File: src/rtl/mvu_sequencer.sv
`default_nettype none
// +----------------------------------------------------------------------------+
// | mvu_sequencer                                                              |
// | Job-driven phase counter, CAM read strobe and round-valid pipeline for MVU |
// | Revision: 1.0                                                              |
// +----------------------------------------------------------------------------+
module mvu_sequencer #(
  parameter int         FIND_LEN    = 64,
  parameter int         ROUND_START = 4,
  parameter int         ROUND_LEN   = 64,
  parameter int         ROUND_LAT   = 1,
  parameter int         GAP_LEN     = 2,
  parameter logic [7:0] IDLE_CNT    = 8'hFF
) (
  input  logic       clk,
  input  logic       reset,
  input  logic       start_valid,
  output logic       start_ready,
  input  logic [7:0] start_passes,
  input  logic       abort,
  output logic [7:0] MVU_counter,
  output logic       cam_rd_en,
  output logic [5:0] cam_rd_addr,
  output logic       round_valid,
  output logic [7:0] pass_idx,
  output logic       busy,
  output logic       done,
  output logic       aborted
);

  localparam logic [1:0] c_IDLE = 2'd0;
  localparam logic [1:0] c_RUN  = 2'd1;
  localparam logic [1:0] c_GAP  = 2'd2;
  localparam logic [1:0] c_DONE = 2'd3;

  localparam logic [7:0] c_RUN_LAST    = 8'(ROUND_START + ROUND_LEN - 1);
  localparam logic [7:0] c_FIND_LEN    = 8'(FIND_LEN);
  localparam logic [7:0] c_ROUND_START = 8'(ROUND_START);
  localparam logic [7:0] c_GAP_LAST    = 8'(GAP_LEN - 1);

  logic [1:0]           state_q, state_d;
  logic [7:0]           cnt_q, cnt_d;
  logic [7:0]           pass_idx_q, pass_idx_d;
  logic [7:0]           passes_q, passes_d;
  logic [7:0]           gap_q, gap_d;
  logic [ROUND_LAT-1:0] pipe_q, pipe_d;
  logic                 done_q, done_d;
  logic                 aborted_q, aborted_d;
  logic                 armed_q;

  logic                 accept;
  logic                 round_win;
  logic [ROUND_LAT-1:0] pipe_shift;

  // Newest window sample enters at bit 0; round_valid taps the oldest bit.
  generate
    if (ROUND_LAT == 1) begin : g_lat_one
      assign pipe_shift = round_win;
    end else begin : g_lat_multi
      assign pipe_shift = {pipe_q[ROUND_LAT-2:0], round_win};
    end
  endgenerate

  always_ff @(posedge clk or negedge reset) begin
    if (!reset) begin
      state_q    <= c_IDLE;
      cnt_q      <= IDLE_CNT;
      pass_idx_q <= '0;
      passes_q   <= '0;
      gap_q      <= '0;
      pipe_q     <= '0;
      done_q     <= 1'b0;
      aborted_q  <= 1'b0;
      armed_q    <= 1'b0;
    end else begin
      state_q    <= state_d;
      cnt_q      <= cnt_d;
      pass_idx_q <= pass_idx_d;
      passes_q   <= passes_d;
      gap_q      <= gap_d;
      pipe_q     <= pipe_d;
      done_q     <= done_d;
      aborted_q  <= aborted_d;
      armed_q    <= 1'b1;
    end
  end

  always_comb begin
    state_d    = state_q;
    cnt_d      = cnt_q;
    pass_idx_d = pass_idx_q;
    passes_d   = passes_q;
    gap_d      = gap_q;
    pipe_d     = pipe_shift;
    aborted_d  = 1'b0;
    case (state_q)
      c_IDLE: begin
        if (accept) begin
          passes_d   = start_passes;
          pass_idx_d = '0;
          if (start_passes != 8'd0) begin
            state_d = c_RUN;
            cnt_d   = '0;
          end else begin
            state_d = c_DONE;
            cnt_d   = IDLE_CNT;
          end
        end
      end
      c_RUN: begin
        if (abort) begin
          state_d   = c_IDLE;
          cnt_d     = IDLE_CNT;
          pipe_d    = '0;
          aborted_d = 1'b1;
        end else if (cnt_q == c_RUN_LAST) begin
          cnt_d   = IDLE_CNT;
          gap_d   = '0;
          state_d = (pass_idx_q == passes_q - 8'd1) ? c_DONE : c_GAP;
        end else begin
          cnt_d = cnt_q + 8'd1;
        end
      end
      c_GAP: begin
        if (abort) begin
          state_d   = c_IDLE;
          cnt_d     = IDLE_CNT;
          pipe_d    = '0;
          aborted_d = 1'b1;
        end else if (gap_q == c_GAP_LAST) begin
          state_d    = c_RUN;
          cnt_d      = '0;
          gap_d      = '0;
          pass_idx_d = pass_idx_q + 8'd1;
        end else begin
          gap_d = gap_q + 8'd1;
        end
      end
      c_DONE: begin
        state_d = c_IDLE;
        cnt_d   = IDLE_CNT;
      end
      default: begin
        state_d = c_IDLE;
        cnt_d   = IDLE_CNT;
      end
    endcase
    done_d = (state_d == c_DONE);
  end

  // armed_q holds start_ready low until the first edge after reset release.
  always_comb begin
    start_ready = armed_q && (state_q == c_IDLE) && (pipe_q == '0);
    accept      = start_valid && start_ready;
    cam_rd_en   = (state_q == c_RUN) && (cnt_q < c_FIND_LEN);
    cam_rd_addr = cam_rd_en ? cnt_q[5:0] : 6'd0;
    round_win   = (state_q == c_RUN) && (cnt_q >= c_ROUND_START) && (cnt_q <= c_RUN_LAST);
    busy        = (state_q != c_IDLE) || (pipe_q != '0);
  end

  assign MVU_counter = cnt_q;
  assign pass_idx    = pass_idx_q;
  assign round_valid = pipe_q[ROUND_LAT-1];
  assign done        = done_q;
  assign aborted     = aborted_q;

endmodule
`default_nettype wire

File: config.mk
export PLATFORM = sky130hd
export DESIGN_NAME = mvu_sequencer
export DESIGN_NICKNAME = d
export VERILOG_FILES = /design/src/rtl/mvu_sequencer.sv
export SDC_FILE = /design/constraint.sdc
export NUM_CORES = 1
export LEC_CHECK = 0
export ABC_AREA = 1
export CAP_MARGIN = 40
export CORE_ASPECT_RATIO = 1.75
export CORE_MARGIN = 4
export CORE_UTILIZATION = 58
export DETAILED_ROUTE_END_ITERATION = 10
export GPL_TIMING_DRIVEN = 0
export PLACE_DENSITY_LB_ADDON = 0.15
export SYNTH_ARGS = -nofsm -noshare
export SYNTH_HDL_FRONTEND = slang
export SYNTH_SLANG_ARGS = --single-unit
File: constraint.sdc
create_clock -name clk -period 2.7 [get_ports clk]
set_clock_uncertainty 0.1 [all_clocks]
set_input_delay 0.54 -clock clk [delete_from_list [all_inputs] [get_ports clk]]
set_output_delay 0.54 -clock clk [all_outputs]
set_load 0.02 [all_outputs]
==> results.md <==
* Antenna-violating nets left at 0
* Remaining DRCs at 0
* Adder-Cell Fraction of Synth Area at 4.90%
* Antenna cells at 0
* Global-route wire length before repair at 10100 µm
* Fmax at 378 MHz
* CTS H-tree depth at 2
* Largest net degree at the start of global routing at 37
* CP Data Required Time at 2.06 ns
* Initial antenna violation count at 0
* Max cap viols at 0
* PortBufs at 39
* Clock sink count at 38
* Routed len/inst at 13.6 µm
* CP max stage delay at 0.45 ns
* CTS Root Cell: clkbuf_8
* Die height at 95.7 µm
* Worst hold start: passes_q[7]
* CTS Buffer Depth at 2
* Top cell type's share of synthesized area at 29.4%
* Hold Path Class: reg2reg
* Global placer's final weighted congestion at 0.877
* Share of cells above drive strength 1 at 11.9%
* Largest family of logic cells by synthesized area: simple AND/OR/NAND/NOR gates
* Num rows at 31
* Final wirelength at 6020 µm
* Syn Nets at 366
* TritonCTS Buffers at 5
* Critical Path Start: state_q[0]
* Grt total ovfl at 0
* Synth top area cells: dfrtp_1, nand2_1, dfstp_2, inv_1, nor2_1
* Final Setup Violations at 0
* DRT iter0 DRCs at 115
* Start of the worst register-to-register path: state_q[0]
* Final worst path period need at 2.64 ns
* Maximum VDD drop at 0.733 mV
* Die area at 5570 µm²
* Simple-gate area share of the yosys netlist at 27.9%
* CP max-delay cell: dfrtp_1
* Final Core Density at 75.5%
* Fin cells at 443
* Die Wd at 58.1 µm
* CP cell instances: inv_2, ha_1, buf_6, clkinvlp_4, or2_2, dlygate4sd2_1
* Most common cell in the netlist: nand2_1
* Drt pass-1 iters at 4
* CTS tree: done
* Hold Fails Final Rpt at 0
* CP Capture Type: output port
* Vias per cell at 5.36
* Area leader, netlist: dfrtp_1
* Post-synthesis area per instance at 7.42 µm²
* CP Launch Type: register
* Hold slack final at 0.416 ns
* Mapped Cells at 344
* Unique masters post-synth at 40
* Worst Tran Pin Value at 0.644 ns
* Fin crit share at 97.9%
* Complex-gate fraction of the synthesized area at 14.2%
* Lkg Pwr at 1.48 nW
* Clock-pin slew on the worst setup and hold paths at 0.07 ns
* Synth Flop Type: dfrtp_1
* Slew headroom at 57.1%
* Placed insts at 433
* Total GRT Usage at 23.2%
* Flops & latches, synth at 38
* Via count of the first global-routing pass at 2415
* Status: complete, no violations
* Sequential area share after synthesis at 37.7%
* Fillers at 323
* Mux cell area share after synthesis at 0%
* Initial Util at 60.9%
* Vias at 2375
* Synth top cells by count: nand2_1, inv_1, nor2_1
* Io pins at 40
* Critical Path AT at 2.00 ns
* Asr flop ratio synth at 100%
* Cell Area, Synth at 2550 µm²
* PwrDens at 941 nW/µm²
* Yosys warns at 0
* Max Slew Vio Count at 0
* CP Max Fanout at 10
* Synth-to-layout area growth at 23.9%
* Xor and xnor area share after synthesis at 5.15%
* Number of enable flip-flop cells after synthesis at 0
* Final #Nets at 415
* CORE AREA at 4190 µm²
* Worst setup path class: reg2out
* Clock insertion delay at the later pin of the skew report at 0.29 ns
* HPWL Detailed at 4600 µm
[state kept, by name, indices dropped and copies added (netlist names)]
name and cells:
armed_q 1, gap_q 8, pass_idx 8, round_valid 1
passes_q 8, done 1, aborted 1, MVU_counter 8
state_q 2
[cell usage in the layout, fill, tap and decap left out, types with 4 or more instances in the layout]
cell type / netlist / final
nand2_1: 78 / 78
inv_1: 49 / 47
nor2_1: 40 / 40
clkdlybuf4s50_1: 0 / 31
dfrtp_1: 30 / 30
o21ai_0: 28 / 28
a21oi_1: 18 / 18
nand3_1: 15 / 15
ha_1: 10 / 9
dfstp_2: 8 / 8
xor2_1: 8 / 8
xnor2_1: 7 / 7
nor3_1: 6 / 6
clkbuf_8: 0 / 5
dlygate4sd2_1: 0 / 5
buf_6: 3 / 4
inv_2: 3 / 4
o31ai_1: 4 / 4
[repair_timing]
action / in CTS / in global routing
endpoints found under the hold margin: 2 / 0
setup endpoints to repair: 8 / 8
hold buffers: 1 / 0
resized for setup: 8 / 6
buffers inserted: 0 / 2
[worst paths after layout]
kind	slack [ns]	to	depth (start not counted)
min in group asynchronous	0.48	pass_idx[4]	2
worst min-delay path	0.42	passes_q[7]	2
worst max-delay path	0.06	busy	6
max in group asynchronous	1.57	MVU_counter[2]	3
worst min register to register	0.42	passes_q[7]	2
worst max register to register	0.56	MVU_counter[5]	8
[layer usage]
layer / vias to the layer above / GRT usage [%] / wire, µm
li1: 1188 / - / -
met1: 1126 / 23.4 / 2280
met2: 55 / 45.2 / 3450
met3: 6 / 3.62 / 201
met4: 0 / 10.6 / 91
met5: - / 0 / 0
[stage by stage]
step / worst slack (ns) / power (mW) / instance area, µm² / TNS [ns]
floorplan: 0.299 / 1.97 / 2550 / 0
global placement: -0.0676 / 2.41 / 3000 / -0.397
detailed placement: -0.0827 / 2.46 / 3020 / -0.445
CTS: 0.00613 / 2.94 / 3130 / 0
global route: -0.0124 / 3.22 / 3160 / -0.0124
finish: 0.0567 / 2.98 / 3160 / 0
[worst max-delay path, delay by kind of cell (launching register included)]
family                   cells  cell delay (ns)
adder cells (fa/ha/maj)      1             0.20
AND/OR/NAND/NOR              1             0.28
flip-flops                   1             0.45
buffers and inverters        4             0.77
[logic make-up after synthesis]
kind of cell | count (synthesis)
buffers and inverters | 60
XOR/XNOR | 15
adder cells (fa/ha/maj) | 10
AO/OA/AOI/OAI | 61
other | 1
AND/OR/NAND/NOR | 159
flip-flops | 38
[cell type report]
type | count | area [µm²] | share of cell area, %
well taps | 49 | 61.3 | 1.94
flip-flops and latches | 38 | 961 | 30.4
clock buffers | 5 | 68.8 | 2.18
multi-input cells | 246 | 1350 | 42.6
repair buffers | 43 | 424 | 13.4
plain buffers | 7 | 61.3 | 1.94
inverters | 52 | 199 | 6.29
clock inverters | 3 | 40.0 | 1.27
[power by group]
group | total (mW) | switching, mW | internal [mW]
Clock | 0.472 | 0.201 | 0.272
Combinational | 1.54 | 0.901 | 0.638
Sequential | 0.964 | 0.193 | 0.771
No activity file was read; power rests on OpenSTA's default activity.
==> edit: new RTL, same settings <==
Set the parameter `IDLE_CNT` to 8'h80 (it was 8'hFF).
--- a/src/rtl/mvu_sequencer.sv
+++ b/src/rtl/mvu_sequencer.sv
@@ -10,7 +10,7 @@
   parameter int         ROUND_LEN   = 64,
   parameter int         ROUND_LAT   = 1,
   parameter int         GAP_LEN     = 2,
-  parameter logic [7:0] IDLE_CNT    = 8'hFF
+  parameter logic [7:0] IDLE_CNT    = 8'h80
 ) (
   input  logic       clk,
   input  logic       reset,
Behaviour: not the same (a bounded check fails within 4 cycles, from zero or initial values and one cycle with reset low).
==> edit against the unedited design <==
- maximum frequency is 2.0% higher
- design area is 6.5% lower
- non-clock buffer count is 5 lower
- via count is 4.1% lower
- wire length is 5.0% lower
- worst setup slack better by 52 ps
- total power is 15% lower
- sequential power is 12% lower
- hold slack worse by 390 ps
- sequential share of layout area is 1.8 points higher
- sequential cell count stayed put
- synthesized area is 5.3% lower
- synthesized cell count is 2.9% lower
- core utilization is 0.46 points lower
==> edit: results (changes against the unedited design) <==
Outcome
The flow ran to the end, and the final reports show no timing, DRC or antenna violations.

Setup path
The critical path data arrival time is 1950 ps (-50 ps). The slowest stage of the critical path belongs to the cell sky130_fd_sc_hd__clkdlybuf4s50_1.

Pwr
The power in combinational cells came to 1300 uW (-16%). The combinational share of power is 0.513 (-0.004). The leakage component of the power is 0.001463 uW (-1.4%).

The largest voltage drop on the vdd net is 0.0007280 V (-0.73%). The power dissipated in the clock network is 388 uW (-18%).

Final layout
The final-layout fill cell count came to 326 (+0.93%). The number of nets at the end of the flow was 404 (-2.7%).

STA
The post-route clock period utilization is 0.9597 (-0.01932). The smallest hold slack is 24.87 ps (-391.2 ps).

Synth
Ranked by instance count, the synthesized netlist is headed by sky130_fd_sc_hd__nand2_1 (73), sky130_fd_sc_hd__inv_1 (52), sky130_fd_sc_hd__nor2_1 (49), sky130_fd_sc_hd__dfrtp_1 (37), sky130_fd_sc_hd__o21ai_0 (24). The post-synth net total is 357 (-2.5%). The number of distinct standard cells referenced by the synthesized netlist is 37 (-7.5%).

Global routing
The number of global-route vias before repair is 2300 (-4.8%). The fraction of met3 tracks used by global routing was 0.03729 (+0.001051). The total routing resource utilization after global routing is 0.2377 (+0.005304).

The maximum number of pins on one net before global-route repair was 28 (-24%). The global-route wire length before repair is 9.942 mm (-1.9%).

Route
The wire length on met1 was 2.212 mm (-2.8%). The routed wire length on met2 is 3.168 mm (-8.2%). The detailed route wirelength on metal3 is 196 um (-2.5%).

Place
The cell count after placement came to 422 (-2.5%). The pre-CTS setup slack is 184.4 ps (+267.0 ps). The detailed placer's ending HPWL came to 4.304 mm (-6.5%). The routability congestion estimate is 0.8493 (-3.2%).

Worst hold path
The min-delay analysis places its worst path in the category input port to async pin.
==> edit: cell count changes in the layout (fill, tap and decap cells not counted), moves of 3 or more <==
cell	before	now
sky130_fd_sc_hd__inv_1	47	52
sky130_fd_sc_hd__xnor2_1	7	1
sky130_fd_sc_hd__buf_4	3	0
sky130_fd_sc_hd__dfstp_2	8	1
sky130_fd_sc_hd__nand3_1	15	23
sky130_fd_sc_hd__nor2_1	40	49
sky130_fd_sc_hd__buf_6	4	1
sky130_fd_sc_hd__nand2_1	78	73
sky130_fd_sc_hd__a21oi_1	18	13
sky130_fd_sc_hd__o21ai_0	28	24
sky130_fd_sc_hd__dfrtp_1	30	37
==> edit: path summary, 6_finish.rpt <==
check                               startpoint             end  cells past startpoint
worst min-delay path                     reset  MVU_counter[6]                      1
min in group clk                MVU_counter[7]  MVU_counter[7]                      2
worst min register to register  MVU_counter[7]  MVU_counter[7]                      2
worst max register to register      state_q[0]  MVU_counter[6]                      9
worst max-delay path                state_q[0]     start_ready                      5
max in group asynchronous                reset  MVU_counter[7]                      2
==> edit: layout make-up <==
| class | instances | area, um2 | share of cell area |
|---|---|---|---|
| multi-input combinational | 235 | 1222 | 0.4135 |
| tap | 48 | 60.06 | 0.02031 |
| timing repair buffer | 40 | 397.9 | 0.1346 |
| buffer | 5 | 30.03 | 0.01016 |
| clock inverter | 2 | 10.01 | 0.003386 |
| sequential | 38 | 952.2 | 0.3220 |
| clock buffer | 6 | 72.57 | 0.02455 |
| inverter | 56 | 211.5 | 0.07152 |
==> edit: worst max-delay path: cells and delay by family, from the launching register on <==
kind / cells / cell delay [ps]
flip-flops: 1 / 430
buffers and inverters: 2 / 790
AND/OR/NAND/NOR: 2 / 220
adder cells (fa/ha/maj): 1 / 220
